===== src/rtl/guvm_mem_responder.sv =====
// Memory-slave responder for a req/gnt/rvalid port: bench-fed read FIFO, write-capture FIFO,
// fixed-latency response pipeline. Define GUVM_MEM_STALL_EN for LFSR-driven grant back-pressure.
module guvm_mem_responder #(
    parameter int DATA_W   = 32,
    parameter int ADDR_W   = 32,
    parameter int RD_DEPTH = 8,
    parameter int WR_DEPTH = 8,
    parameter int LATENCY  = 1,
    parameter int MAX_OUT  = 2
) (
    input  logic                         clk_i,
    input  logic                         rst_i,
    input  logic                         req_i,
    output logic                         gnt_o,
    input  logic                         we_i,
    input  logic [DATA_W/8-1:0]          be_i,
    input  logic [ADDR_W-1:0]            addr_i,
    input  logic [DATA_W-1:0]            wdata_i,
    output logic                         rvalid_o,
    output logic [DATA_W-1:0]            rdata_o,
    input  logic                         rd_push_i,
    input  logic [DATA_W-1:0]            rd_push_data_i,
    output logic                         rd_full_o,
    output logic [$clog2(RD_DEPTH+1)-1:0] rd_count_o,
    output logic                         rd_ovf_o,
    output logic                         wr_valid_o,
    input  logic                         wr_pop_i,
    output logic [ADDR_W-1:0]            wr_addr_o,
    output logic [DATA_W-1:0]            wr_data_o,
    output logic [DATA_W/8-1:0]          wr_be_o,
    output logic [$clog2(WR_DEPTH+1)-1:0] wr_count_o
);

    localparam int BE_W = DATA_W / 8;
    localparam int RCW  = $clog2(RD_DEPTH + 1);
    localparam int WCW  = $clog2(WR_DEPTH + 1);
    localparam int RPW  = $clog2(RD_DEPTH);
    localparam int WPW  = $clog2(WR_DEPTH);
    localparam int OCW  = $clog2(MAX_OUT + 1);

    logic [DATA_W-1:0] rd_mem [RD_DEPTH];
    logic [RPW-1:0]    rd_wptr, rd_rptr;
    logic [ADDR_W-1:0] wa_mem [WR_DEPTH];
    logic [DATA_W-1:0] wd_mem [WR_DEPTH];
    logic [BE_W-1:0]   wb_mem [WR_DEPTH];
    logic [WPW-1:0]    wr_wptr, wr_rptr;
    logic [OCW-1:0]    outstanding;

    logic gnt_base, rd_pop, wr_push, rd_push_ok, wr_pop_ok;
    logic              pre_v;
    logic [DATA_W-1:0] pre_d, entry_d;

    always_comb begin
        gnt_base = req_i & ~rst_i & (outstanding < OCW'(MAX_OUT)) &
                   (we_i ? (wr_count_o != WCW'(WR_DEPTH)) : (rd_count_o != '0));
    end

`ifdef GUVM_MEM_STALL_EN
    logic [15:0] lfsr;

    always_ff @(posedge clk_i) begin
        if (rst_i) lfsr <= 16'hACE1;
        else       lfsr <= {lfsr[14:0], lfsr[15] ^ lfsr[13] ^ lfsr[12] ^ lfsr[10]};
    end

    assign gnt_o = gnt_base & ~lfsr[0];
`else
    assign gnt_o = gnt_base;
`endif

    assign rd_pop     = gnt_o & ~we_i;
    assign wr_push    = gnt_o & we_i;
    assign rd_full_o  = (rd_count_o == RCW'(RD_DEPTH));
    assign rd_push_ok = rd_push_i & ~rd_full_o;
    assign wr_valid_o = (wr_count_o != '0);
    assign wr_pop_ok  = wr_pop_i & wr_valid_o;
    assign entry_d    = rd_pop ? rd_mem[rd_rptr] : '0;

    // Read FIFO: storage has no reset; occupancy alone defines validity.
    always_ff @(posedge clk_i) begin
        if (rd_push_ok) rd_mem[rd_wptr] <= rd_push_data_i;
    end

    always_ff @(posedge clk_i) begin
        if (rst_i) begin
            rd_wptr    <= '0;
            rd_rptr    <= '0;
            rd_count_o <= '0;
            rd_ovf_o   <= 1'b0;
        end else begin
            if (rd_push_ok) rd_wptr <= rd_wptr + 1'b1;
            if (rd_push_i && rd_full_o) rd_ovf_o <= 1'b1;
            if (rd_pop) rd_rptr <= rd_rptr + 1'b1;
            rd_count_o <= rd_count_o + RCW'(rd_push_ok) - RCW'(rd_pop);
        end
    end

    always_ff @(posedge clk_i) begin
        if (wr_push) begin
            wa_mem[wr_wptr] <= addr_i;
            wd_mem[wr_wptr] <= wdata_i;
            wb_mem[wr_wptr] <= be_i;
        end
    end

    always_ff @(posedge clk_i) begin
        if (rst_i) begin
            wr_wptr    <= '0;
            wr_rptr    <= '0;
            wr_count_o <= '0;
        end else begin
            if (wr_push) wr_wptr <= wr_wptr + 1'b1;
            if (wr_pop_ok) wr_rptr <= wr_rptr + 1'b1;
            wr_count_o <= wr_count_o + WCW'(wr_push) - WCW'(wr_pop_ok);
        end
    end

    // Head is forced to zero when empty so the outputs read 0 after reset.
    assign wr_addr_o = wr_valid_o ? wa_mem[wr_rptr] : '0;
    assign wr_data_o = wr_valid_o ? wd_mem[wr_rptr] : '0;
    assign wr_be_o   = wr_valid_o ? wb_mem[wr_rptr] : '0;

    // The rvalid_o/rdata_o register is the last pipeline stage; earlier stages exist only for LATENCY>1.
    generate
        if (LATENCY == 1) begin : g_lat1
            assign pre_v = gnt_o;
            assign pre_d = entry_d;
        end else begin : g_latn
            logic [LATENCY-2:0] pv;
            logic [DATA_W-1:0]  pd [LATENCY-1];

            always_ff @(posedge clk_i) begin
                if (rst_i) pv <= '0;
                else begin
                    pv[0] <= gnt_o;
                    for (int unsigned i = 1; i < unsigned'(LATENCY - 1); i++) pv[i] <= pv[i-1];
                end
            end

            always_ff @(posedge clk_i) begin
                pd[0] <= entry_d;
                for (int unsigned i = 1; i < unsigned'(LATENCY - 1); i++) pd[i] <= pd[i-1];
            end

            assign pre_v = pv[LATENCY-2];
            assign pre_d = pd[LATENCY-2];
        end
    endgenerate

    always_ff @(posedge clk_i) begin
        if (rst_i) begin
            rvalid_o    <= 1'b0;
            rdata_o     <= '0;
            outstanding <= '0;
        end else begin
            rvalid_o <= pre_v;
            if (pre_v) rdata_o <= pre_d;
            outstanding <= outstanding + OCW'(gnt_o) - OCW'(rvalid_o);
        end
    end

endmodule

===== config.mk =====
export PLATFORM = sky130hd
export DESIGN_NAME = guvm_mem_responder
export DESIGN_NICKNAME = d
export VERILOG_FILES = /design/src/rtl/guvm_mem_responder.sv
export SDC_FILE = /design/constraint.sdc
export NUM_CORES = 1
export LEC_CHECK = 0
export ABC_CLOCK_PERIOD_IN_PS = 10500
export BUFFER_PORTS_ARGS = -buffer_cell sky130_fd_sc_hd__buf_2
export CAP_MARGIN = 20
export CORE_MARGIN = 2
export CORE_UTILIZATION = 54
export DETAILED_ROUTE_END_ITERATION = 6
export HOLD_SLACK_MARGIN = 0.05
export PLACE_DENSITY = 0.74
export SLEW_MARGIN = 20
export SYNTH_ARGS = -nofsm -noshare
export SYNTH_HDL_FRONTEND = slang
export SYNTH_SLANG_ARGS = --single-unit

===== constraint.sdc =====
create_clock -name clk_i -period 10.5 [get_ports clk_i]
set_input_delay 2.625 -clock clk_i [delete_from_list [all_inputs] [get_ports clk_i]]
set_output_delay 2.625 -clock clk_i [all_outputs]
set_load 0.02 [all_outputs]

Word level (Yosys, flattened, before mapping)
Memories as Yosys holds them, arrays and structs flattened. A register that Yosys moved wholly into a read port is not among the register bits.
Cells that the tools add are included.
{ "op_classes": {"add_sub_neg": 10, "n_div": 0, "bitwise": 10, "order_cmp": 1, "multipliers": 0, "mux": 17, "n_shift": 0, "eq_ne": 2, "reduce_logical": 3} }
{ "op_table": {"columns": ["operator", "n"], "rows": [
  ["32-bit two-way mux", 3],
  ["3-bit two-way mux", 8],
  ["3-bit by 1-bit adder with 3-bit output (second input constant)", 4],
  ["4-bit by 1-bit adder with 4-bit output", 2],
  ["4-bit nonzero test", 2],
  ["4-bit by 1-bit subtractor with 4-bit output", 2],
  ["1-bit bitwise AND", 7],
  ["1-bit two-way mux", 5],
  ["4-bit equality test (second input constant)", 1],
  ["4-bit two-way mux", 1],
  ["4-bit != test (second input constant)", 1],
  ["1-bit NOT", 3],
  ["2-bit by 1-bit adder with 2-bit output", 1],
  ["2-bit < comparator (second input constant)", 1],
  ["2-bit by 1-bit subtractor with 2-bit output", 1],
  ["1-bit logical AND", 1]
]} }
{ "word_totals": {"romBits": 0, "elab_cells": 57, "in_bits": 106, "regBits": 56, "output_inout_bits": 113, "ram_bits": 800, "latch_bits": 0, "memories": 4} }
{ "memory_table": {"columns": ["memory", "words", "width", "rd", "rd_ports_with_merged_regs", "write_ports", "line_no", "rtl"], "rows": [
  ["rd_mem", 8, 32, 1, 1, 1, "41", "logic [DATA_W-1:0] rd_mem [RD_DEPTH];"],
  ["wa_mem", 8, 32, 1, 1, 1, "43", "logic [ADDR_W-1:0] wa_mem [WR_DEPTH];"],
  ["wd_mem", 8, 32, 1, 1, 1, "44", "logic [DATA_W-1:0] wd_mem [WR_DEPTH];"],
  ["wb_mem", 8, 4, 1, 1, 1, "45", "logic [BE_W-1:0] wb_mem [WR_DEPTH];"]
]} }

Depth between registers and ports, before layout
{ "logic_depth": {"word_depth": 7, "mapped_depth": 13, "depth_no_buf": 12} }

Worst setup path after synthesis
OpenSTA, ideal clock, no wires.
{ "synth_path": {"path_type": "input-to-reg", "start": "input we_i", "end": "memory wa_mem[0][0] (enable)", "setup_time_ns": 0.662, "cell_stages": 4, "slack_ns": 0.064, "n_path_buf": 0, "required_ns": 9.838, "arrival_time_ns": 9.774, "cell_sequence": "or3b_4 > nor2_4 > o21ai_2 > nor4_1"} }
{ "synth_via": {"elab_chain_cells": 5} }
{ "synth_lines": {"columns": ["item", "line_no", "rtl"], "rows": [
  ["start: declaration", "15", "input logic we_i,"],
  ["1-bit two-way mux", "55", "(we_i ? (wr_count_o != WCW'(WR_DEPTH)) : (rd_count_o != '0));"],
  ["1-bit bitwise AND", "54", "gnt_base = req_i & ~rst_i & (outstanding < OCW'(MAX_OUT)) &"],
  ["1-bit bitwise AND (*)", "72", "assign wr_push = gnt_o & we_i;"],
  ["1-bit two-way mux (*)", "99", "if (wr_push) begin"],
  ["1-bit two-way mux (not written as such) (*)", "100", "wa_mem[wr_wptr] <= addr_i;"],
  ["end: declaration", "43", null]
]} }
Mark *: on every way between the ends. The rest lies on a longest branch, timed or not.

Final worst setup path
{ "layout_path": {"start": "input we_i", "end": "output gnt_o"} }
{ "layout_via": {"elab_chain_cells": 2} }
{ "layout_lines": {"columns": ["item", "line_no", "rtl"], "rows": [
  ["1-bit two-way mux", "55", null],
  ["1-bit bitwise AND", "54", null],
  ["end: declaration", "14", "output logic gnt_o,"]
]} }
Every way passes these cells.

==> out/metrics.yaml <==
status: "complete, no violations"
start_util_pct: 54.4
min_to: "rdata_o[15]$_SDFFE_PP0N_"
ir_drop_uv: 210
htree_num_levels: 3
worstSkewPairLatency_ns: 0.63
worstSetupEndpointType: "output port"
finalMaxSlewViolations: 0
tns_ns: 0
crit-reg2reg-launch: "wr_count_o[2]$_SDFF_PP0_"
dp_cells: 2461
skew_ns: 0.0233
hold_viol: 0
routed_via_density: 5.89
clock-root-buffer: "clkbuf_16"
dr.pass1.iters: 5
cts_resized: 0
antenna_found_initial: 18
fp.dieH_um: 250
synth_compound_area_share_pct: 1.32
ant_nets: 0
grt_first_pass_wirelength_mm: 98.0
met2WireLength_mm: 33.1
synth_area_mm2: 0.0327
hp-start: "rdata_o[15]$_SDFFE_PP0N_"
yosys.area_share.adder_pct: 0.812
rows: 90
yosys.area.top_type: "edfxtp_1"
synth_xor_area_share_pct: 0.348
highest_layer: "met5"
ys_types: 43
final_cells: 2623
synthTopCellsByArea: "edfxtp_1 74%, mux4_2 14%, dfxtp_1 3.8%"
postCtsHoldBufs: 0
setup.worst_path.class: "in2out"
yosysWarnings: 0
worst_slew_pin_slew_ns: 1.02
ff_latch_area_mm2: 0.0253
fin_area_mm2: 0.0375
first_iter_violations: 1348
cts_tree: "done"
dp_slack_ns: 3.98
overflow: 0
hold_class: "reg2reg"
ys_ff_latch: 862
setup_viol: 0
wl_met1_mm: 25.6
slew-limit-headroom_pct: 32.0
wl_met3_mm: 5.05
portBuffers: 218
finish.utilization_pct: 62.4
yosysTopAreaCellShare_pct: 73.5
final_cell_mix: "800 x edfxtp_1, 218 x buf_2, 200 x mux4_2"
grt_max_degree: 105
die_x_um: 250
synthArstFlopShare_pct: 0
power.density_mw_per_mm2: 234
synth_edf_count: 800
r2r_cells: 7
synthFlopType: "edfxtp_1"
dr_total_vias: 15442
first_global_vias: 16360
synthSimpleGateAreaFrac_pct: 2.73
fin_nets: 1893
rsz0062_at_grt: "no"
path_max_fanout: 7
synth_top_family_by_area: "multiplexers"
final_common_cell: "edfxtp_1"
p_leak_nw: 12.3
final.setup.worst_slack_ns: 3.99
r2r_end: "wd_mem[5][20]$_DFFE_PP_"
post-cts-setup-buffer-count: 0
wirelength_mm: 65.3
drcViolationCount: 0
clkSlewWorstSetupHoldPaths_ns: 0.06
cts_sinks: 862
syn-mean-instance-area_um2: 21.7
io_pins: 219
period_share_pct: 62.0
syn_to_final_growth_pct: 14.8
cp_data_required_time_ns: 7.88
muxShareOfSynthArea_pct: 16.0
arrival_ns: 3.89
die-area_mm2: 0.0625
grt_usage_pct: 21.1
max-cap-violations: 0
gp_congestion: 0.733
netlist_instances: 1504
r2r_setup_slack_ns: 7.30
layout-drive-gt1-share_pct: 34.5
placed_area_mm2: 0.0347
multi_input_area_mm2: 0.00703
cts_made_buffers: 86
core_mm2: 0.0601
period_minus_slack_ns: 6.51
dp_hpwl_mm: 34.4
crit_path_start_kind: "input pin"
filler_cell_count: 4035
synth_nets: 1630
min_path_cells: 2
max_freq_mhz: 154
ys_seq_area_share_pct: 77.3
clock_path_buffers: 3
wl_per_cell_um: 24.9
[layer usage]
metal	vias up	global-route usage, %
met5	-	0
met4	20	6.64
met3	109	5.13
met2	516	35.1
met1	8123	27.7
li1	6674	-
[layout make-up]
cell class	instances	share of cell area (%)
clock buffer	103	6.15
clock inverter	49	1.28
multi-input combinational	547	18.7
inverter	20	0.200
timing repair buffer	250	3.58
sequential	862	67.4
antenna	10	0.0667
tap	782	2.61
[sequential cells by signal, indices dropped and copies added (netlist names), named ones only]
name,count
rd_count_o,4
outstanding,2
rd_wptr,3
rdata_o,32
rd_rptr,3
rvalid_o,1
rd_mem,256
wr_wptr,3
rd_ovf_o,1
wd_mem,256
wb_mem,32
wa_mem,256
wr_rptr,3
wr_count_o,4
[cell families (layout without fill, tap and decap cells)]
kind of cell               count (synthesis)  count (layout)
AOI/OAI and AO/OA                         42              42
xor gates and xnor gates                  13              13
muxes                                    271             271
other                                      0              10
and+or+nand+nor                          201             201
adders and majority gates                 20              20
DFF                                      862             862
buffers and inverters                     95             422
[synthesized netlist by cell type (5+ instances only)]
library cell / number
edfxtp_1: 800
mux4_2: 200
nor2_1: 96
mux2i_1: 71
nand2_1: 68
dfxtp_1: 62
buf_2: 28
clkbuf_1: 28
a22oi_2: 20
inv_1: 19
ha_1: 18
buf_6: 13
a22oi_1: 11
nand3_1: 7
nor3_1: 7
xor2_1: 7
xnor2_1: 6
a21oi_1: 5
[where the power goes]
group / internal (mW) / switching [mW]
clock network: 1.75 / 1.26
registers: 3.88 / 0.110
logic: 0.757 / 1.01
total: 6.39 / 2.39
[worst max-delay path, cell delays in order]
cell     delay [ns]
buf_2          0.14
and3b_2        0.25
and2_1         0.24
o21ai_2        0.34
inv_1          0.11
buf_2          0.18
[worst max-delay path by stage]
stage,startpoint,to,slack (ns),depth (start not counted)
after floorplan,we_i,wa_mem[0][0]$_DFFE_PP_,0.06,4
after global placement,we_i,gnt_o,3.99,6
after detailed placement,we_i,gnt_o,3.98,6
after CTS,we_i,gnt_o,3.98,6
after global routing,register,wr_addr_o[5],3.89,6
final,we_i,gnt_o,3.99,6
[through the flow]
step,hold slack [ns],total power [mW]
after global routing,0.446,9.12
after CTS,0.434,8.86
final,0.432,8.77
after global placement,0.419,5.83
after detailed placement,0.425,5.86
after floorplan,0.462,5.33
Power figures use the tool's default switching activity.
